### config.mk
export PLATFORM = sky130hd
export DESIGN_NAME = histogram_reduce7
export DESIGN_NICKNAME = d
export VERILOG_FILES = /design/src/rtl/histogram_reduce7.sv
export SDC_FILE = /design/constraint.sdc
export NUM_CORES = 1
export LEC_CHECK = 0
export CAP_MARGIN = 15
export CORE_AREA = 2 2 109 111
export CTS_CLUSTER_DIAMETER = 40
export DETAILED_ROUTE_END_ITERATION = 8
export DIE_AREA = 0 0 111 113
export PLACE_DENSITY = 0.78
export SYNTH_ARGS = -nofsm -noshare
export SYNTH_HDL_FRONTEND = slang
export SYNTH_SLANG_ARGS = --single-unit
### constraint.sdc
create_clock -name ap_clk -period 4.6 [get_ports ap_clk]
set_input_delay 0.92 -clock ap_clk [delete_from_list [all_inputs] [get_ports ap_clk]]
set_output_delay 0.92 -clock ap_clk [all_outputs]
set_load 0.05 [all_outputs]
### src/rtl/histogram_reduce7.sv
// histogram_reduce7
// -----------------
// Reduction stage behind the histogram map stage. When it is started, it reads
// every bin of the `hist` buffer in ascending order. It computes three results:
//   - the total count, which wraps modulo 2^DATA_W;
//   - the peak bin value;
//   - the index of the peak bin. On a tie, the lowest index wins.
// It then writes the three results to out_r[0..2]. The start/done/continue
// handshake is ap_ctrl_chain.
//
// Ports:
//   ap_clk, ap_rst         clock, synchronous active-high reset
//   ap_start               request one invocation
//   ap_done                invocation complete (held until ap_continue)
//   ap_continue            downstream acknowledge of ap_done
//   ap_idle, ap_ready      status: idle in S1 without a start / ready for next start
//   hist_address0/ce0/q0   read-only bin memory port, one-cycle read latency
//   out_r_address0/ce0/we0/d0  result memory write port (3 words)
module histogram_reduce7 #(
  parameter int NBINS  = 256,
  parameter int ADDR_W = 8,
  parameter int DATA_W = 32
) (
  input  logic              ap_clk,
  input  logic              ap_rst,
  input  logic              ap_start,
  output logic              ap_done,
  input  logic              ap_continue,
  output logic              ap_idle,
  output logic              ap_ready,
  output logic [ADDR_W-1:0] hist_address0,
  output logic              hist_ce0,
  input  logic [DATA_W-1:0] hist_q0,
  output logic [1:0]        out_r_address0,
  output logic              out_r_ce0,
  output logic              out_r_we0,
  output logic [DATA_W-1:0] out_r_d0
);

  // One-hot FSM encoding
  localparam logic [5:0] S1 = 6'b000001;  // idle / wait for start
  localparam logic [5:0] S2 = 6'b000010;  // issue bin read
  localparam logic [5:0] S3 = 6'b000100;  // accumulate returned bin
  localparam logic [5:0] S4 = 6'b001000;  // write sum
  localparam logic [5:0] S5 = 6'b010000;  // write peak value
  localparam logic [5:0] S6 = 6'b100000;  // write peak index, signal done

  localparam logic [ADDR_W:0] I_END = (ADDR_W + 1)'(NBINS);

  logic [5:0]        state_q, state_d;
  logic [ADDR_W:0]   i_q, i_d;
  logic [DATA_W-1:0] sum_q, sum_d;
  logic [DATA_W-1:0] maxv_q, maxv_d;
  logic [ADDR_W-1:0] maxi_q, maxi_d;
  logic              done_q, done_d;
  logic [ADDR_W:0]   i_prev;

  // i has already been advanced past the bin whose data arrives in S3.
  assign i_prev = i_q - 1'b1;

  always_comb begin
    state_d        = state_q;
    i_d            = i_q;
    sum_d          = sum_q;
    maxv_d         = maxv_q;
    maxi_d         = maxi_q;
    hist_ce0       = 1'b0;
    hist_address0  = i_q[ADDR_W-1:0];
    out_r_ce0      = 1'b0;
    out_r_we0      = 1'b0;
    out_r_address0 = 2'd0;
    out_r_d0       = sum_q;

    case (state_q)
      S1: begin
        if (ap_start && !done_q) begin
          i_d     = '0;
          sum_d   = '0;
          maxv_d  = '0;
          maxi_d  = '0;
          state_d = S2;
        end
      end
      S2: begin
        if (i_q == I_END) begin
          state_d = S4;
        end else begin
          hist_ce0 = 1'b1;
          i_d      = i_q + 1'b1;
          state_d  = S3;
        end
      end
      S3: begin
        sum_d = sum_q + hist_q0;
        // A strict compare keeps the first (lowest-index) bin on ties.
        if (hist_q0 > maxv_q) begin
          maxv_d = hist_q0;
          maxi_d = i_prev[ADDR_W-1:0];
        end
        state_d = S2;
      end
      S4: begin
        out_r_ce0      = 1'b1;
        out_r_we0      = 1'b1;
        out_r_address0 = 2'd0;
        out_r_d0       = sum_q;
        state_d        = S5;
      end
      S5: begin
        out_r_ce0      = 1'b1;
        out_r_we0      = 1'b1;
        out_r_address0 = 2'd1;
        out_r_d0       = maxv_q;
        state_d        = S6;
      end
      S6: begin
        out_r_ce0      = 1'b1;
        out_r_we0      = 1'b1;
        out_r_address0 = 2'd2;
        out_r_d0       = {{(DATA_W - ADDR_W){1'b0}}, maxi_q};
        state_d        = S1;
      end
      default: state_d = S1;
    endcase
  end

  // Done is held across idle cycles until downstream acknowledges it.
  // The acknowledge has priority over the set.
  always_comb begin
    done_d = done_q;
    if (state_q == S6) done_d = 1'b1;
    if (ap_continue)   done_d = 1'b0;
  end

  assign ap_done  = (state_q == S6) | done_q;
  assign ap_ready = (state_q == S6);
  assign ap_idle  = (state_q == S1) & ~ap_start;

  always_ff @(posedge ap_clk) begin
    if (ap_rst) begin
      state_q <= S1;
      i_q     <= '0;
      sum_q   <= '0;
      maxv_q  <= '0;
      maxi_q  <= '0;
      done_q  <= 1'b0;
    end else begin
      state_q <= state_d;
      i_q     <= i_d;
      sum_q   <= sum_d;
      maxv_q  <= maxv_d;
      maxi_q  <= maxi_d;
      done_q  <= done_d;
    end
  end

endmodule

After elaboration in Yosys (flattened, before gate mapping)
Cells that the tools add are included.
{ "word_totals": {"ff_bits": 88, "input_bits": 36, "output_inout_bits": 48, "word_cells": 50} }
{ "classes": {"n_addsub": 3, "n_lt_le_gt_ge": 1, "eq_ne": 10, "mux": 18, "n_bitwise": 3, "reduce_logical": 9} }
{ "op_table": {"columns": ["op", "count"], "rows": [
  ["one-hot mux 32 bit (2 select lines)", 3],
  ["two-way mux 32 bit", 2],
  ["adder 32 bit", 1],
  ["greater-than comparator 32 bit", 1],
  ["one-hot mux 6 bit (5 select lines)", 1],
  ["two-way mux 9 bit", 2],
  ["one-hot mux 9 bit (2 select lines)", 1],
  ["two-way mux 8 bit", 2],
  ["one-hot mux 8 bit (2 select lines)", 1],
  ["adder 9 x 1 -> 9 bit, second input constant", 1],
  ["equality test 9 bit, second input constant", 1],
  ["subtractor 8 x 1 -> 8 bit, second input constant", 1],
  ["equality test 6 x 1 -> 1 bit, second input constant", 1],
  ["equality test 6 x 2 -> 1 bit, second input constant", 1],
  ["equality test 6 x 3 -> 1 bit, second input constant", 1],
  ["equality test 6 x 4 -> 1 bit, second input constant", 1],
  ["equality test 6 x 5 -> 1 bit, second input constant", 1],
  ["equality test 6 bit, second input constant", 1],
  ["two-way mux 6 bit", 1],
  ["!= test 2 bit, second input constant", 3],
  ["AND reduction 3 bit", 2],
  ["two-way mux 4 bit", 1],
  ["one-hot mux 2 bit (2 select lines)", 1],
  ["nonzero test 2 bit", 2],
  ["9 further kinds", 11]
]} }

Longest topological paths before layout
{ "depth": {"word_depth": 4, "depth_mapped": 13, "mapped_depth_nobuf": 11} }

Worst setup path after synthesis
OpenSTA, ideal clock, no wires.
{ "synth_timing": {"kind": "reg-to-output", "start": "register state_q[4]", "end": "output out_r_d0[20]", "arrival_ns": 2.525, "required_ns": 3.680, "slack_ns": 1.155, "path_stages_with_launch": 6, "n_path_buf": 2, "path_cell_list": "dfxtp_1 -> or3_1 -> buf_2 -> nor4b_2 -> clkbuf_1 -> o22ai_1"} }
{ "synth_between": {"elab_chain_cells": 2, "elab_cells_between_ends": 3, "classes_between": "2 x eq/ne; 1 x mux"} }
{ "synth_lines": {"columns": ["element", "line_no", "source"], "rows": [
  ["from (decl)", "50", "logic [5:0] state_q, state_d;"],
  ["from (signal assigned)", "148", "state_q <= state_d;"],
  ["equality test 6 bit", null, null],
  ["named net ap_ready", "30", "output logic ap_ready,"],
  ["one-hot mux 32 bit (2 select lines)", "74", "case (state_q)"],
  ["to (decl)", "37", "output logic [DATA_W-1:0] out_r_d0"]
]} }
The timed path passes the listed nets, and every way through them passes these cells.

Worst setup path in the final report
{ "layout_timing": {"start": "register state_q[4]", "end": "output out_r_d0[31]"} }
{ "layout_between": {"elab_chain_cells": 2, "elab_cells_between_ends": 3, "classes_between": "2 x eq/ne; 1 x mux"} }
{ "layout_lines": {"columns": ["element", "line_no"], "rows": [
  ["equality test 6 bit / equality test 6 x 5 -> 1 bit (equally long branches)", "74"],
  ["one-hot mux 32 bit (2 select lines) *", "74"]
]} }
Mark *: on every way between the ends. The rest lies on a longest branch, timed or not.

==> summary.txt <==
Pwr
  – Clock network fraction of total power: 0.415
  – Leak: 2.99 nW
  – Reg power frac: 0.401
  – Sw Pwr: 0.548 mW
  – Pwr Density: 263 nW/um^2
  – Int Pwr: 1.40 mW
  – Sw Ratio: 0.281
  – Combinational power share: 0.184
  – Peak supply drop: 0.000215 V

Routing
  – Vias post-DR: 5731
  – Total Wirelength: 15.8 mm
  – Residual DRC count: 0
  – Wire length on met2: 7.46 mm
  – Drt via density: 5.91
  – Detailed Routing Iterations Pass 1: 4
  – Starting DRC count in detailed routing: 364
  – Top Layer Used: met4
  – Routed len/inst: 16.3 um
  – Final ANT Viol Nets: 0
  – Metal3 WL: 830 um
  – DRT met1 WL: 7.16 mm

Placement
  – Post-DP Area: 7110 um^2
  – Hpwl dp: 11.2 mm
  – IO buf count: 83
  – Final GP Congestion: 0.863

Synthesis
  – Synthesized instance count: 767
  – Fraction of registers with async set/reset: 0
  – Sequential share of the synthesized area: 0.281
  – Synth Area in Compound Gates: 0.210
  – Ys flop type: dfxtp_1
  – Post-synth EDFFs: 0
  – Adder-cell share of the synthesized area: 0.135
  – Largest family of logic cells by synthesized area: compound AO/OA/AOI/OAI gates
  – Syn_area_per_cell: 8.17 um^2
  – Post-synthesis cell area: 6270 um^2
  – Synthesized net count: 870
  – Distinct cell type count after synthesis: 66
  – Synthesized flop and latch total: 88
  – Warnings, synthesis: 0
  – XOR/XNOR share of the synthesized area: 0.0573
  – Mux share of post-synthesis cell area: 0.0671
  – Simple-gate portion of the synthesized area: 0.180

Final layout
  – Fill cell count: 951
  – Layout cells sized above 1: 0.0822
  – Finished layout cell area: 7430 um^2
  – Nets@finish: 925
  – P&R area growth vs syn: 18.5%
  – Final core occ: 0.659
  – Antenna Cells: 0

Timing
  – Final period utilization: 0.913
  – Post-route minimum period: 4.20 ns
  – RSZ-0062 raised after global routing: no
  – Setup_tns: 0 ns
  – Max-slew violations: 0
  – Final hold slack: 0.456 ns
  – Fmax: 238 MHz
  – Relative slew slack: 0.256
  – Final hold viol count: 0
  – Slew @ Worst Pin: 1.12 ns
  – Endpoints failing setup: 0
  – Worst Skew: 0.0112 ns

Floorplan
  – CORE AREA: 11300 um^2
  – Top-Level Pins: 84
  – Die area: 12500 um^2
  – Die X: 111 um
  – Initial Utilization: 0.556
  – Core Rows: 39
  – Die Ht: 113 um

CTS
  – PostCTS Resize Cnt: 0
  – CTS tree: yes
  – Root Driver: clkbuf_16
  – Post-CTS Setup Bufs: 0
  – Post-CTS Hold Fix Bufs: 0
  – Clock sinks: 88
  – Clock Tree Buf Depth: 2
  – CTS buffer count: 9
  – Depth of the CTS H-tree: 3
  – Worst skew pair latency: 0.35 ns
  – Clock slew seen by the registers of the worst setup and hold paths: 0.07 ns

Worst setup path
  – Setup crit end kind: primary output
  – Worst endpoint required time: 3.68 ns
  – CP arrival: 3.28 ns
  – Crit-path max FO: 24
  – Crit start category: flip-flop
  – Critical path type: flip-flop to primary output

Global route
  – First-pass GRT wire length: 26.1 mm
  – Pin count of the biggest net entering global routing: 50
  – Vias in the first global route: 5511
  – Total grt overflow: 0
  – Initial antenna violation count: 0
  – GRT Util Overall: 0.250

Flow run
  – Max Cap Viol: 0

Min path
  – Tightest Hold Check Type: flip-flop to flip-flop

Outcome
  – Outcome: complete, no violations
## layout make-up
| class | instances | area [um^2] | share of cell area |
|---|---|---|---|
| clock buffer | 11 | 243 | 0.0327 |
| sequential | 88 | 1760 | 0.237 |
| inverter | 50 | 188 | 0.0253 |
| tap | 143 | 179 | 0.0241 |
| multi-input combinational | 582 | 4090 | 0.551 |
| timing repair buffer | 91 | 886 | 0.119 |
| clock inverter | 5 | 80.1 | 0.0108 |
## path summary, 6_finish.rpt
check / from / end / slack, ns / cells after the start
hold / removal: maxi_q[1] / maxi_q[1] / 0.46 / 2
setup reg to reg: state_q[4] / maxv_q[9] / 1.30 / 8
hold reg to reg: maxi_q[1] / maxi_q[1] / 0.46 / 2
setup / recovery: state_q[4] / out_r_d0[31] / 0.40 / 5
## synthesized netlist by cell type, drive strengths merged, types with 4 or more instances
cell type | count | area (um^2)
a31oi | 4 | 25.0
nor3 | 7 | 35.0
and3 | 6 | 37.5
o22ai | 25 | 156
xor2 | 15 | 131
nor2b | 10 | 62.6
ha | 66 | 826
o21bai | 10 | 75.1
a21o | 27 | 203
nor2 | 82 | 310
or3 | 12 | 80.1
nand4 | 11 | 68.8
mux2 | 32 | 390
xnor2 | 26 | 228
buf | 15 | 130
dfxtp | 88 | 1760
a21oi | 41 | 209
a22o | 17 | 149
nand3 | 7 | 35.0
nand2 | 95 | 357
inv | 50 | 188
a22oi | 23 | 173
a211oi | 4 | 35.0
o21ai | 17 | 85.1
clkbuf | 32 | 120
## cells by family (layout without fill, tap and decap cells)
| family | count (synthesis) | count (layout) |
|---|---|---|
| AOI/OAI and AO/OA | 190 | 190 |
| xor gates and xnor gates | 41 | 41 |
| adders and majority gates | 67 | 67 |
| buffers and inverters | 97 | 157 |
| DFF | 88 | 88 |
| muxes | 35 | 35 |
| and+or+nand+nor | 249 | 249 |
## power by group through the flow
stage	Combinational [mW]	Clock [mW]	Sequential (mW)
floorplan	0.257	0	0.797
global placement	0.344	0	0.799
detailed placement	0.354	0	0.800
CTS	0.357	0.823	0.782
global route	0.388	0.848	0.784
finish	0.359	0.810	0.783
## per-stage QoR
| stage | cells | worst slack (ns) | total power, mW |
|---|---|---|---|
| after floorplan | 767 | 1.16 | 1.05 |
| after global placement | 954 | 0.428 | 1.14 |
| after detailed placement | 954 | 0.340 | 1.15 |
| after CTS | 970 | 0.411 | 1.96 |
| after global routing | 970 | 0.287 | 2.02 |
| final | 970 | 0.399 | 1.95 |
## registers in the layout (all words and copies together), names as in the netlist
signal / flops
maxi_q: 8
i_q: 9
state_q: 6
maxv_q: 32
done_q: 1
sum_q: 32
## cells in the final DEF (no fill, tap or decap), types with 4 or more instances in the layout
| cell type | netlist | final |
|---|---|---|
| nor2_1 | 81 | 81 |
| a31oi_1 | 4 | 4 |
| o22ai_1 | 25 | 25 |
| clkdlybuf4s50_1 | 0 | 82 |
| a22oi_1 | 23 | 23 |
| nand4_1 | 11 | 11 |
| a21o_1 | 27 | 27 |
| xnor2_1 | 26 | 26 |
| nand2_1 | 95 | 95 |
| mux2_4 | 8 | 8 |
| or3_1 | 11 | 11 |
| buf_4 | 11 | 8 |
| clkbuf_16 | 0 | 9 |
| o21bai_1 | 10 | 10 |
| nor3_1 | 7 | 5 |
| and3_1 | 6 | 6 |
| nor2b_1 | 10 | 10 |
| inv_1 | 50 | 50 |
| ha_1 | 66 | 66 |
| dfxtp_1 | 88 | 88 |
| a22o_1 | 17 | 17 |
| xor2_1 | 15 | 15 |
| o21ai_0 | 16 | 16 |
| nand3_1 | 7 | 6 |
| mux2_2 | 21 | 21 |
| a21oi_1 | 40 | 40 |
## routing by layer
layer,vias up,GRT usage
met4,0,0.0883
met3,25,0.0466
met1,2734,0.319
met5,-,0
li1,2806,-
met2,166,0.427
## worst max-delay path, cell delays in order (launching register included)
cell	delay (ns)
dfxtp_1	0.35
or3_1	0.52
nor4b_4	0.70
buf_4	0.44
o22ai_1	0.18
clkdlybuf4s50_1	0.74
Power figures use the tool's default switching activity.
